$ cat config.mk
export PLATFORM = sky130hd
export DESIGN_NAME = pipe_fetch_unit
export DESIGN_NICKNAME = d
export VERILOG_FILES = /design/src/rtl/pipe_fetch_unit.sv
export SDC_FILE = /design/constraint.sdc
export NUM_CORES = 1
export LEC_CHECK = 0
export CAP_MARGIN = 20
export CORE_AREA = 3 3 102 94
export CTS_BUF_LIST = sky130_fd_sc_hd__clkbuf_4 sky130_fd_sc_hd__clkbuf_8
export DETAILED_ROUTE_END_ITERATION = 10
export DIE_AREA = 0 0 105 97
export PLACE_DENSITY = 0.66
export SYNTH_ARGS = -nofsm -noshare
export SYNTH_HDL_FRONTEND = slang
export SYNTH_SLANG_ARGS = --single-unit
export TNS_END_PERCENT = 20
$ cat constraint.sdc
create_clock -name clk -period 2.1 [get_ports clk]
set_input_delay 0.21 -clock clk [delete_from_list [all_inputs] [get_ports clk]]
set_output_delay 0.21 -clock clk [all_outputs]
set_load 0.03 [all_outputs]
$ cat src/rtl/pipe_fetch_unit.sv
// -----------------------------------------------------------------------------
// pipe_fetch_unit
//
// Instruction-fetch stage of the 3-stage pipeline, feeding the CCG1 latch.
// Owns the program counter and runs the instruction-memory req/ack handshake.
// It applies redirects from the control stage (jump / call / return), squashes
// wrong-path fetches and honours the downstream stall through a one-entry
// skid buffer.
//
// Ports
//   clk, rst_n     : clock, asynchronous active-low reset
//   imem_addr      : instruction word address (stable while imem_req=1)
//   imem_req       : fetch request, held until imem_ack
//   imem_rdata     : fetched instruction, qualified by imem_ack
//   imem_ack       : single-cycle read completion (may be combinational)
//   l_pc           : redirect strobe from the control stage
//   pc_sel         : redirect source {S11,S10}: 01 od_in, 11 reg_in,
//                    10 stack_in, 00 od_in
//   od_in          : direct operand target
//   reg_in         : register-indirect target
//   stack_in       : return address popped from the stack
//   stall          : downstream hold request
//   segment        : instruction to CCG1, 16'h0000 (NOP) when not valid
//   pc_out         : address of the following instruction (NPC)
//   valid          : segment carries a real instruction
//   flush          : one-cycle squash pulse for CCG1/CCG2
// -----------------------------------------------------------------------------
module pipe_fetch_unit #(
    parameter int unsigned     PC_W     = 8,
    parameter int unsigned     INSN_W   = 16,
    parameter logic [PC_W-1:0] RESET_PC = '0
) (
    input  logic              clk,
    input  logic              rst_n,
    output logic [PC_W-1:0]   imem_addr,
    output logic              imem_req,
    input  logic [INSN_W-1:0] imem_rdata,
    input  logic              imem_ack,
    input  logic              l_pc,
    input  logic [1:0]        pc_sel,
    input  logic [PC_W-1:0]   od_in,
    input  logic [PC_W-1:0]   reg_in,
    input  logic [PC_W-1:0]   stack_in,
    input  logic              stall,
    output logic [INSN_W-1:0] segment,
    output logic [PC_W-1:0]   pc_out,
    output logic              valid,
    output logic              flush
);

    // START : first cycle after reset, no request yet
    // FETCH : request outstanding at r_pc
    // KILL  : wrong-path request still outstanding at r_kill_addr; its data
    //         is thrown away and fetching resumes at r_pc once it completes
    // BUF   : skid buffer holds a word captured while stalled
    typedef enum logic [1:0] {
        ST_START = 2'd0,
        ST_FETCH = 2'd1,
        ST_KILL  = 2'd2,
        ST_BUF   = 2'd3
    } state_t;

    state_t              r_state;
    logic [PC_W-1:0]     r_pc;
    logic [PC_W-1:0]     r_kill_addr;
    logic [INSN_W-1:0]   r_buf_seg;
    logic [PC_W-1:0]     r_buf_npc;

    logic [INSN_W-1:0]   r_segment;
    logic [PC_W-1:0]     r_pc_out;
    logic                r_valid;
    logic                r_flush;

    logic [PC_W-1:0]     w_target;
    logic [PC_W-1:0]     w_pc_inc;

    // Natural PC_W-bit wrap gives the modulo-2^PC_W increment (FF -> 00).
    assign w_pc_inc = r_pc + {{(PC_W-1){1'b0}}, 1'b1};

    // Redirect target select; the reserved code 00 falls back to the operand.
    always_comb begin
        // NOTE: every always_comb output gets a default first so no path can
        // leave it unassigned and infer a latch.
        w_target = od_in;
        case (pc_sel)
            2'b11:   w_target = reg_in;
            2'b10:   w_target = stack_in;
            default: w_target = od_in;
        endcase
    end

    // The request is a pure decode of the registered state, so it cannot
    // glitch and cannot form a loop with a zero-latency (combinational) ack.
    // In KILL the address of the abandoned request is replayed so the memory
    // sees a stable address until it acknowledges.
    assign imem_req  = (r_state == ST_FETCH) || (r_state == ST_KILL);
    assign imem_addr = (r_state == ST_KILL) ? r_kill_addr : r_pc;

    assign segment = r_segment;
    assign pc_out  = r_pc_out;
    assign valid   = r_valid;
    assign flush   = r_flush;

    always_ff @(posedge clk or negedge rst_n) begin
        if (!rst_n) begin
            // NOTE: the skid buffer is only two registers, so it is reset along
            // with everything else; nothing here is large enough to be a RAM.
            r_state     <= ST_START;
            r_pc        <= RESET_PC;
            r_kill_addr <= RESET_PC;
            r_buf_seg   <= '0;
            r_buf_npc   <= RESET_PC;
            r_segment   <= '0;
            r_pc_out    <= RESET_PC;
            r_valid     <= 1'b0;
            r_flush     <= 1'b0;
        end else begin
            // NOTE: non-blocking assignments throughout, so every right-hand
            // side reads the pre-edge value regardless of statement order.
            r_flush <= 1'b0;

            if (l_pc) begin
                // Redirect wins over stall and ack. The pipe is emptied and
                // squashed; a stall raised in the same cycle only takes
                // effect from the next cycle on.
                r_pc      <= w_target;
                r_valid   <= 1'b0;
                r_segment <= '0;
                r_flush   <= 1'b1;
                r_buf_seg <= '0;
                r_buf_npc <= RESET_PC;

                case (r_state)
                    ST_FETCH: begin
                        if (imem_ack) begin
                            // Wrong-path data arrives this cycle: just drop it.
                            r_state <= ST_FETCH;
                        end else begin
                            // Request still in flight: keep it alive at its
                            // original address until the memory completes.
                            r_state     <= ST_KILL;
                            r_kill_addr <= r_pc;
                        end
                    end
                    ST_KILL: begin
                        // A new target simply replaces the pending one. If the
                        // abandoned request completes in this same cycle there
                        // is nothing left to wait for.
                        r_state <= imem_ack ? ST_FETCH : ST_KILL;
                    end
                    default: begin
                        // START and BUF have no request outstanding.
                        r_state <= ST_FETCH;
                    end
                endcase
            end else begin
                case (r_state)
                    ST_START: begin
                        r_state <= ST_FETCH;
                    end

                    ST_FETCH: begin
                        if (imem_ack) begin
                            r_pc <= w_pc_inc;
                            if (stall) begin
                                // Downstream is full: park the word and its
                                // NPC so nothing is lost while outputs hold.
                                r_buf_seg <= imem_rdata;
                                r_buf_npc <= w_pc_inc;
                                r_state   <= ST_BUF;
                            end else begin
                                r_segment <= imem_rdata;
                                r_pc_out  <= w_pc_inc;
                                r_valid   <= 1'b1;
                            end
                        end else if (!stall) begin
                            // Memory still busy: insert a NOP bubble. Under
                            // stall the previous instruction must stay put.
                            r_valid   <= 1'b0;
                            r_segment <= '0;
                        end
                    end

                    ST_KILL: begin
                        // Completion of the squashed request; its data is
                        // never looked at.
                        if (imem_ack) begin
                            r_state <= ST_FETCH;
                        end
                    end

                    ST_BUF: begin
                        if (!stall) begin
                            r_segment <= r_buf_seg;
                            r_pc_out  <= r_buf_npc;
                            r_valid   <= 1'b1;
                            r_state   <= ST_FETCH;
                        end
                    end

                    default: begin
                        r_state <= ST_START;
                    end
                endcase
            end
        end
    end

endmodule

=== Word-level counts from Yosys, hierarchy flattened ===
Index checks and enable logic that the tools add are counted.
W data, S select, Z words.

* Logic and storage cells: 78
* Input port bits: 47
* Register bits after elaboration: 68
* Output and inout bits: 35

* Add/sub/neg operators: 1
* Bitwise logic cells: 2
* Reduce and logical (&&, ||, !) cells: 15
* Multiplexer cells: 37
* Equality and inequality tests: 14

{| class="wikitable"
|+ Operators with widths
! cell !! count
|-
| $mux W16 || 9
|-
| $mux W8 || 11
|-
| $pmux W16 S2 || 1
|-
| $pmux W8 S2 || 2
|-
| $ne A3 B3 Y1 const B || 5
|-
| $mux W2 || 7
|-
| $reduce_and A3 Y1 || 3
|-
| $add A8 B1 Y8 const B || 1
|-
| $eq A2 B2 Y1 const B || 4
|-
| $pmux W2 S4 || 1
|-
| $reduce_bool A2 Y1 || 4
|-
| $ne A2 B2 Y1 const B || 3
|-
| $mux W1 || 5
|-
| $reduce_and A5 Y1 || 1
|-
| $ne A4 B4 Y1 const B || 1
|-
| $reduce_and A2 Y1 || 2
|-
| $reduce_and A4 Y1 || 1
|-
| $reduce_bool A3 Y1 || 1
|-
| $eq A2 B1 Y1 const B || 1
|-
| $logic_not A2 Y1 || 1
|-
| $not A1 Y1 || 2
|-
| $pmux W1 S2 || 1
|-
| $reduce_or A2 Y1 || 1
|-
| $logic_or A1 B1 Y1 || 1
|}

=== Depth between registers and ports, before layout ===
Gate-level depths: netlist (run 1).

* Depth after elaboration: 5
* Depth in mapped cells: 9

=== Least setup slack after synthesis (run 1) ===
OpenSTA, ideal clock, no wires.

* Kind: register to register
* Start point: register r_state[0]
* End point: register r_pc_out[5], in the netlist pc_out[5]
* Setup slack: 0.359 ns
* Data required time: 1.980 ns
* Cell stages (with the launch flop): 7
* Period minus slack after synthesis: 1.741 ns
* Arrival: 1.621 ns
* Buffers on the path: 1
* Cell sequence: dfrtp_1 -> ha_1 -> buf_6 -> or2_4 -> a211oi_4 -> mux2i_1 -> a31o_1

* Word-level cells in the longest chain between the ends: 3
* Elaborated cells between the ends (all ways): 8

{| class="wikitable"
|+ Ends and longest elaborated chain
! what !! line !! text
|-
| start: declaration || 63 || <nowiki>state_t r_state;</nowiki>
|-
| start signal: assignment || 149 || <nowiki>r_state <= imem_ack ? ST_FETCH : ST_KILL;</nowiki>
|-
| $eq A2 B2 Y1 or $eq A2 B1 Y1 (tied branches) || 157 || <nowiki>case (r_state)</nowiki>
|-
| $ne A2 B2 Y1 (no line) or $reduce_bool A2 Y1 (tied branches) || n/a ||
|-
| $reduce_and A5 Y1 (no line) || n/a ||
|-
| end signal: assignment || 173 || <nowiki>r_pc_out <= w_pc_inc;</nowiki>
|-
| end signal: assignment || 195 || <nowiki>r_pc_out <= r_buf_npc;</nowiki>
|-
| end: declaration || 70 || <nowiki>logic [PC_W-1:0] r_pc_out;</nowiki>
|}

Parallel ways exist; a longest one is shown, timed or not.
A chain may end at the register's enable or synchronous reset.

=== Final worst setup path (run 1) ===
* Start point: register r_state[0]
* End point: output port imem_addr[7]

* Word-level cells in the longest chain between the ends: 2

{| class="wikitable"
|+ Ends and longest elaborated chain
! what !! line !! text
|-
| $eq A2 B2 Y1 || 97 || <nowiki>assign imem_addr = (r_state == ST_KILL) ? r_kill_addr : r_pc;</nowiki>
|-
| $mux W8 || 97 ||
|-
| end: declaration || 35 || <nowiki>output logic [PC_W-1:0] imem_addr,</nowiki>
|}

Every way passes these cells.

==> results_dict.tcl, run 1 <==
set metrics [dict create \
    finalSetupViolCount 0 \
    placed_area_sq_um 4420 \
    dpl.cell_count 517 \
    grt.met1_usage_pct 22.5 \
    multi_input_area_sq_um 1570 \
    yosysMostFrequentCell "dfrtp_1" \
    ys_ff_latch 68 \
    p_per_area_nw_per_um2 1080 \
    die_y_microns 97 \
    cp_slowest_stage_delay_ns 0.45 \
    grtUsageMet3_pct 5.20 \
    synthTopCellsByArea "dfrtp_1 (50%), mux2i_1 (5.6%), a22o_1 (5.4%)" \
    arrival_ns 1.79 \
    worstSetupEndpointType "primary output" \
    clk_pin_slew_ns 0.07 \
    synthTopCellsByCount "dfrtp_1 (68), nand2_1 (38), a22o_1 (21), o21ai_0 (21), mux2i_1 (19)" \
    fill_cells 790 \
    wl_per_cell_microns 15.2 \
    insertion_delay_ns 0.35 \
    antenna_found_initial 0 \
    slew_violations 0 \
    ant_nets 0 \
    die_w_microns 105 \
    track_usage_pct 16.9 \
    use_met2_pct 26.2 \
    synth_cell_types 33 \
    critPathSlowestCell "dfrtp_2" \
    status "finished clean" \
    timing.final.crit_period_ns 2.00 \
    first_pass_iters 4 \
    max-slew-margin-rel_pct 48.6 \
    setup_tns_ns 0 \
    top_usage_layer "met2" \
    drv_cap 0 \
    cts_max_level 3 \
    cp.depth 5 \
    synth_enable_flop_cells 0 \
    grt_pass1_wl_microns 13900 \
    postLayoutCoreUtil_pct 53.2 \
    antenna_cells 0 \
    ir_worst_vdd_mv 0.433 \
    overflow 0 \
    clock_skew_ns 0.00624 \
    critPathBufInv 3 \
    final_area_sq_um 4560 \
    synth-seq-area-share_pct 49.8 \
    hold_ws_ns 0.477 \
    avgSynthCellArea_sq_um 10.4 \
    netlist_instances 327 \
    hp-class "in2async" \
    fmax_mhz 500 \
    syn_area_sq_um 3420 \
    instances_no_fill 533 \
    numCtsBuffers 9 \
    ys_async_sr_fraction_pct 100 \
    cts_tree "built" \
    start_util_pct 39.9 \
    path_cells "inv_1 > ha_1 > buf_4 > mux2_2 > clkdlybuf4s15_2" \
    tightest_slew_ns 0.771 \
    die_area_sq_um 10200 \
    reg2reg_depth 6 \
    fp.coreArea_sq_um 8570 \
    nets 463 \
    synth_fp_nets 380 \
    ff_latch_area_sq_um 1700 \
    grt_pass1_vias 2766 \
    ys.flop_type "dfrtp_1" \
    port_buffers 81 \
    drive_above_1_share_pct 15.7 \
    ios 82 \
    drt-total-wl_microns 8120 \
    crit_fanout 9 \
    yosys_warnings 0 \
    place_congestion 0.823 \
    synth_top_cell_area_share_pct 49.8 \
    cp_top_family "buffers and inverters" \
    rows 32 \
    drc_errors 0 \
    hpwl_microns 5840 \
    grt_max_degree 35 \
    cts_buffer_depth 2 \
    cts_sinks 68 \
    viasPerCell 5.19 \
    syn_to_final_growth_pct 33.4 \
    path_class "reg2out" \
    rsz0062_at_grt "no" \
    crit_required_ns 1.89 \
    cts_root_buf "clkbuf_8" \
    timing.final.crit_share_pct 95.3 \
    synth_largest_area_cell "dfrtp_1" \
    num_vias 2767 \
    post-cts-setup-buffers 0 \
    hold_viol 0 \
    p_leak_uw 0.00202 \
    drtIter0Drc 156 \
    crit_path_start_kind "register" \
]
[logic make-up (layout without fill, tap and decap cells)]
family	after synthesis	in the layout	synth area share [%]
XOR/XNOR	13	13	3.33
adder cells (fa/ha/maj)	6	6	2.20
flip-flops	68	68	49.8
multiplexers	35	35	10.8
AND/OR/NAND/NOR	80	80	11.2
buffers and inverters	35	122	4.40
AO/OA/AOI/OAI	90	90	18.2
[final cells by class]
| cell class | instances | share of cell area (%) |
|---|---|---|
| inverters | 6 | 0.494 |
| clock buffers | 10 | 2.88 |
| repair buffers | 101 | 20.8 |
| well taps | 119 | 3.27 |
| flip-flops and latches | 68 | 37.4 |
| multi-input cells | 224 | 34.5 |
| clock inverters | 5 | 0.659 |
[stage by stage]
stage	worst slack, ns	total power [uW]
6_report	0.0981	4930
5_1_grt	0.0232	5240
4_1_cts	-0.00766	4990
3_5_place_dp	0.130	4100
3_3_place_gp	0.157	4060
2_1_floorplan	0.359	3220
[cells in the final DEF, fill, tap and decap left out, types with 16 or more instances in the layout]
cell,count
buf_4,17
o21ai_0,21
nand2_1,38
a21oi_1,17
dfrtp_1,67
mux2i_1,19
clkdlybuf4s50_1,71
o31ai_1,16
mux2_2,16
a22o_1,21
and3_1,18
[report_power, final]
group	internal [uW]	total [uW]	switching, uW
Clock	428	924	496
Combinational	943	2170	1230
Sequential	1610	1830	216
Total	2980	4930	1940
[state kept, by name, indices dropped and copies added (netlist names)]
register,cells
r_pc,8
r_state,2
pc_out,8
r_buf_seg,16
flush,1
valid,1
r_kill_addr,8
r_buf_npc,8
segment,16
[worst reg2reg max path: cells and delay by family, from the launching register on]
family,cells,cell delay (ns)
fa+ha+maj,1,0.28
buf+inv,1,0.09
compound gates,2,0.56
flops,1,0.42
mux,1,0.12
simple gates,1,0.29
[layer usage]
metal / up-vias / part of all wire [%]
met5: - / 0
met2: 114 / 45
li1: 1333 / -
met1: 1309 / 45
met4: 0 / 1.5
met3: 11 / 8.2
[worst paths after layout]
| kind | startpoint | slack, ns | to |
|---|---|---|---|
| max in group asynchronous | rst_n | 0.95 | pc_out[7] |
| min in group clk | r_buf_npc[6] | 0.48 | r_buf_npc[6] |
| min reg2reg | r_buf_npc[6] | 0.48 | r_buf_npc[6] |
| max reg2reg | r_state[1] | 0.24 | pc_out[5] |
| max | r_state[0] | 0.1 | imem_addr[7] |
| min | rst_n | 0.48 | segment[0] |
[what timing repair did]
action,4_1_cts,5_1_grt
pin swaps,0,0
hold endpoints to repair,31,0
hold buffers,1,0
resized for setup,17,9
cloned,0,0
endpoints found under the setup margin,9,8
No activity file was read; power rests on OpenSTA's default activity.
==> inputs of run 2 (changes only) <==
--- a/config.mk
+++ b/config.mk
@@ -10,7 +10,8 @@
 export CTS_BUF_LIST = sky130_fd_sc_hd__clkbuf_4 sky130_fd_sc_hd__clkbuf_8
 export DETAILED_ROUTE_END_ITERATION = 10
 export DIE_AREA = 0 0 105 97
-export PLACE_DENSITY = 0.66
+export PLACE_DENSITY = 0.64
+export SLEW_MARGIN = 20
 export SYNTH_ARGS = -nofsm -noshare
 export SYNTH_HDL_FRONTEND = slang
 export SYNTH_SLANG_ARGS = --single-unit
==> run 2 against run 1 <==
  * Sequential power hardly changed
  * Clock skew is 0.0024 ns higher
  * Count of clock-buffer cells in the layout is 2 higher
  * Highest routed layer unchanged
  * Combinational power hardly changed
  * Via count is 0.69% lower
  * Global-route usage is 0.39 points lower
  * Die area stayed put
  * Maximum frequency is 2.2% lower
  * Hold slack worse by 0.086 ns
==> results_dict.tcl, run 2 (synthesized netlist as in run 1, its figures left out) <==
set metrics [dict create \
    fmax_mhz 489 \
    insertion_delay_ns 0.34 \
    place_congestion 0.788 \
    reg2reg_to "pc_out[7]" \
    rr_startpoint "r_state[1]" \
    die_w_microns 105 \
    cts_root_buf "clkbuf_8" \
    hpwl_microns 5800 \
    tightest_slew_ns 0.520 \
    die_y_microns 97 \
    cts_buffer_depth 2 \
    final_area_sq_um 4600 \
    viasPerCell 5.18 \
    finalSetupViolCount 0 \
    grt_pass1_wl_microns 13600 \
    startpoint "r_state[0]" \
    path_class "reg2out" \
    fill_cells 808 \
    grt_max_degree 48 \
    drtIter0Drc 158 \
    hold_viol 0 \
    max-slew-margin-rel_pct 65.4 \
    layout_common_cells "clkdlybuf4s50_1 (71), dfrtp_1 (67), nand2_1 (38)" \
    ir_worst_vdd_mv 0.516 \
    power.total_uw 5090 \
    worstSetupEndpointType "primary output" \
    post-cts-setup-buffers 0 \
    rsz0062_at_grt "yes" \
    reg2reg_depth 6 \
    crit_path_start_kind "register" \
    arrival_ns 1.84 \
    antenna_cells 0 \
    drt-total-wl_microns 8030 \
    cts_max_level 3 \
    slew_violations 0 \
    port_buffers 81 \
    hp-class "in2async" \
    die_area_sq_um 10200 \
    status "finished clean" \
    placed_area_sq_um 4420 \
    clock_skew_ns 0.00860 \
    crit_required_ns 1.89 \
    timing.final.crit_period_ns 2.05 \
    rows 32 \
    drv_cap 0 \
    first_pass_iters 4 \
    rrSetupSlack_ns 0.22 \
    cts_sinks 68 \
    clk_pin_slew_ns 0.07 \
    p_per_area_nw_per_um2 1110 \
    nets 461 \
    drive_above_1_share_pct 14.8 \
    num_vias 2748 \
    drc_errors 0 \
    crit_fanout 9 \
    numCtsBuffers 9 \
    crit_end "imem_addr[3]" \
    fp.coreArea_sq_um 8570 \
    cts_tree "built" \
    antenna_found_initial 0 \
    timing.final.crit_share_pct 97.5 \
    grt_pass1_vias 2721 \
    overflow 0 \
    wl_per_cell_microns 15.1 \
    p_leak_uw 0.00203 \
    syn_to_final_growth_pct 34.6 \
    track_usage_pct 16.5 \
    ios 82 \
    ant_nets 0 \
    start_util_pct 39.9 \
    final_common_cell "clkdlybuf4s50_1" \
]
-- run 2: cell types whose count changed in the layout (fill, tap and decap cells not counted), sizes merged --
cell           previous run  this run
buf                      20        18
clkdlybuf4s15             1         3
clkinv                    3         1
clkinvlp                  2         0
bufinv                    0         1
-- run 2: timing repair --
item,4_1_cts,5_1_grt
gates resized for setup,15,10
hold buffers,1,0
endpoints found under the hold margin,21,0
endpoints found under the setup margin,9,6
-- run 2: worst min-delay path by stage --
stage	end	slack, ns	cells after the start
after floorplan	flush	-0.09	0
after global placement	segment[2]	0.22	1
after detailed placement	segment[2]	0.21	1
after CTS	valid	0.40	2
after global routing	r_state[1]	0.42	2
final	r_state[1]	0.39	2
-- run 2: worst max-delay path: stages, from the launching register on --
cell and delay (ns):
dfrtp_2 0.44, inv_1 0.07, ha_1 0.19, buf_12 0.13, mux2_2 0.32, clkdlybuf4s15_1 0.34
-- run 2: area by class of cell --
type	instances	area [sq um]	share of cell area [%]
flip-flops and latches	68	1700	37.0
multi-input cells	224	1570	34.2
repair buffers	99	957	20.8
clock buffers	12	159	3.46
well taps	119	149	3.24
clock inverters	2	35.0	0.762
inverters	6	22.5	0.490
-- run 2: layer usage --
metal | up-vias | GRT usage, % | wire [microns]
li1 | 1325 | - | -
met1 | 1308 | 21.7 | 3610
met2 | 102 | 24.7 | 3690
met3 | 13 | 5.80 | 581
met4 | 0 | 6.86 | 138
met5 | - | 0 | 0
-- run 2: report_power, final --
part / internal (uW) / leakage (uW) / switching (uW)
clock: 612 / 0.000102 / 465
sequential: 1610 / 0.000889 / 210
combinational: 957 / 0.00104 / 1230
-- run 2: through the flow --
step	utilization [%]	worst slack (ns)	TNS, ns	cells	hold WS [ns]
2_1_floorplan	-	0.359	0	327	-0.0856
3_3_place_gp	51.5	0.160	0	515	0.217
3_5_place_dp	51.5	0.133	0	515	0.210
4_1_cts	53.9	0.000552	0	530	0.396
5_1_grt	53.7	-0.0356	-0.0356	530	0.420
6_report	53.7	0.0530	0	530	0.391
==> RTL edit (flow settings as in run 2) <==
`INSN_W`: 16 -> 18.
--- a/src/rtl/pipe_fetch_unit.sv
+++ b/src/rtl/pipe_fetch_unit.sv
@@ -28,5 +28,5 @@
 module pipe_fetch_unit #(
     parameter int unsigned     PC_W     = 8,
-    parameter int unsigned     INSN_W   = 16,
+    parameter int unsigned     INSN_W   = 18,
     parameter logic [PC_W-1:0] RESET_PC = '0
 ) (
Ports: changed (resized imem_rdata and segment); port bits go from 82 to 86. No check against the original RTL was run, so the function may have changed too.
==> RTL edit against run 2 <==
Total power grew 4.3%. Clock skew grew 0.0057 ns. Worst setup slack gained 0.099 ns. Cell area grew 4.9%. First-iteration DRC count shrank 51%. Wire length grew 6.0%. Sequential cell count grew 4. Synthesized area grew 5.5%.
==> RTL edit: results (changes against run 2) <==
placement:
  dp_hpwl_mm: 5.97  # +3.0%
  gp_congestion: 0.746  # -5.3%
  port_buffers: 85  # +4.9%
sta:
  clock-skew-final_ns: 0.0143  # +0.00573 ns
  tightest_slew_ns: 0.687  # +0.167 ns
synthesis:
  async_flop_share_pct: 100  # unchanged
  synth.area.top_cells: "dfrtp_1 (50%), a22o_1 (5.6%), mux2i_1 (5.3%), mux2_2 (5.0%), nand2_1 (4.2%)"
  ys_types: 34  # +3.0%
  postSynthNetCount: 398  # +4.7%
  yosysSeqAreaShare_pct: 50.0  # +0.20 points
  yosys-top-cells-count: "dfrtp_1 (72), nand2_1 (40), a22o_1 (23)"
min_path:
  holdCritPathClass: "in2reg"
setup_path:
  crit_fanout: 9  # unchanged
  cp.arrival_ns: 1.74  # -0.10 ns
drt:
  wl_mm: 8.51  # +6.0%
  first_iter_violations: 78  # -51%
  via_per_inst: 5.15  # -0.62%
final_layout:
  finalNetCount: 480  # +4.1%
  drive_above_1_share_pct: 13.0  # -1.8 points
  diodes: 0  # unchanged
clock_network:
  cts_sinks: 72  # +5.9%
  h-tree-depth: 3  # unchanged
grt:
  grt_pass1_wl_mm: 14.3  # +4.9%
  grt_max_degree: 41  # -15%
  grt_pass1_vias: 2875  # +5.7%
  grt_util_all_layers_pct: 17.4  # +0.92 points
power_and_ir_drop:
  vdd_drop_max_v: 0.000537  # +4.1%
  leakagePower_uw: 0.00213  # +4.8%
outcome:
  status: "complete, no violations"
-- RTL edit: worst max-delay path, stage by stage (launching register included) --
cell and delay (ns):
dfrtp_1 0.45, ha_4 0.24, mux2_2 0.35, dlygate4sd2_1 0.36
-- RTL edit: stage by stage --
stage          instance area, sq um  setup slack [ns]  utilization, %  std cells  total power [uW]
6_report                       4820             0.152            56.3        549              5300
4_1_cts                        4820             0.118            56.3        549              5360
3_3_place_gp                   4610             0.137            53.8        532              4220
2_1_floorplan                  3600             0.353               -        343              3380
3_5_place_dp                   4610            0.0772            53.8        532              4250
5_1_grt                        4820            0.0659            56.3        549              5650
-- RTL edit: metal layers --
metal / share of wire (%) / track usage (%) / up-vias
met5: 0 / 0 / -
met4: 0.85 / 4.54 / 0
met3: 8.2 / 7.00 / 9
met2: 46 / 27.4 / 106
met1: 45 / 22.3 / 1324
li1: - / - / 1390
-- RTL edit: path summary, 6_finish.rpt --
kind                            cells past startpoint      endpoint  slack (ns)         start
worst min register to register                      2  r_buf_npc[7]        0.48  r_buf_npc[7]
worst max-delay path                                3  imem_addr[3]        0.15    r_state[1]
worst max register to register                      6     pc_out[6]        0.20    r_state[1]
min in group asynchronous                           2    segment[6]        0.44         rst_n
worst min-delay path                                2         flush        0.36          l_pc
max in group asynchronous                           3     pc_out[1]        1.00         rst_n
-- RTL edit: where the power goes --
group | internal, uW | leakage (uW) | switching [uW]
Combinational | 991 | 0.00109 | 1280
Clock | 569 | 0.0000967 | 549
Sequential | 1700 | 0.000944 | 213
-- RTL edit: layout make-up --
class | count | area (sq um)
fill | 805 | 3740
sequential | 72 | 1800
multi-input combinational | 234 | 1650
timing repair buffer | 102 | 998
tap | 119 | 149
clock buffer | 10 | 131
clock inverter | 6 | 67.6
inverter | 6 | 22.5
-- RTL edit: kinds of logic (layout without fill, tap and decap cells) --
kind of cell | after synthesis | after routing | share of synthesized area [%]
compound gates | 96 | 96 | 18.5
simple gates | 84 | 84 | 11.3
flops | 72 | 72 | 50.0
buf+inv | 37 | 124 | 4.58
mux | 35 | 35 | 10.3
xor+xnor | 13 | 13 | 3.16
fa+ha+maj | 6 | 6 | 2.08
-- RTL edit: repair_timing --
item	CTS	global route
hold buffers	1	0
resized for setup	10	0
hold endpoints to repair	27	0
endpoints found under the setup margin	8	0
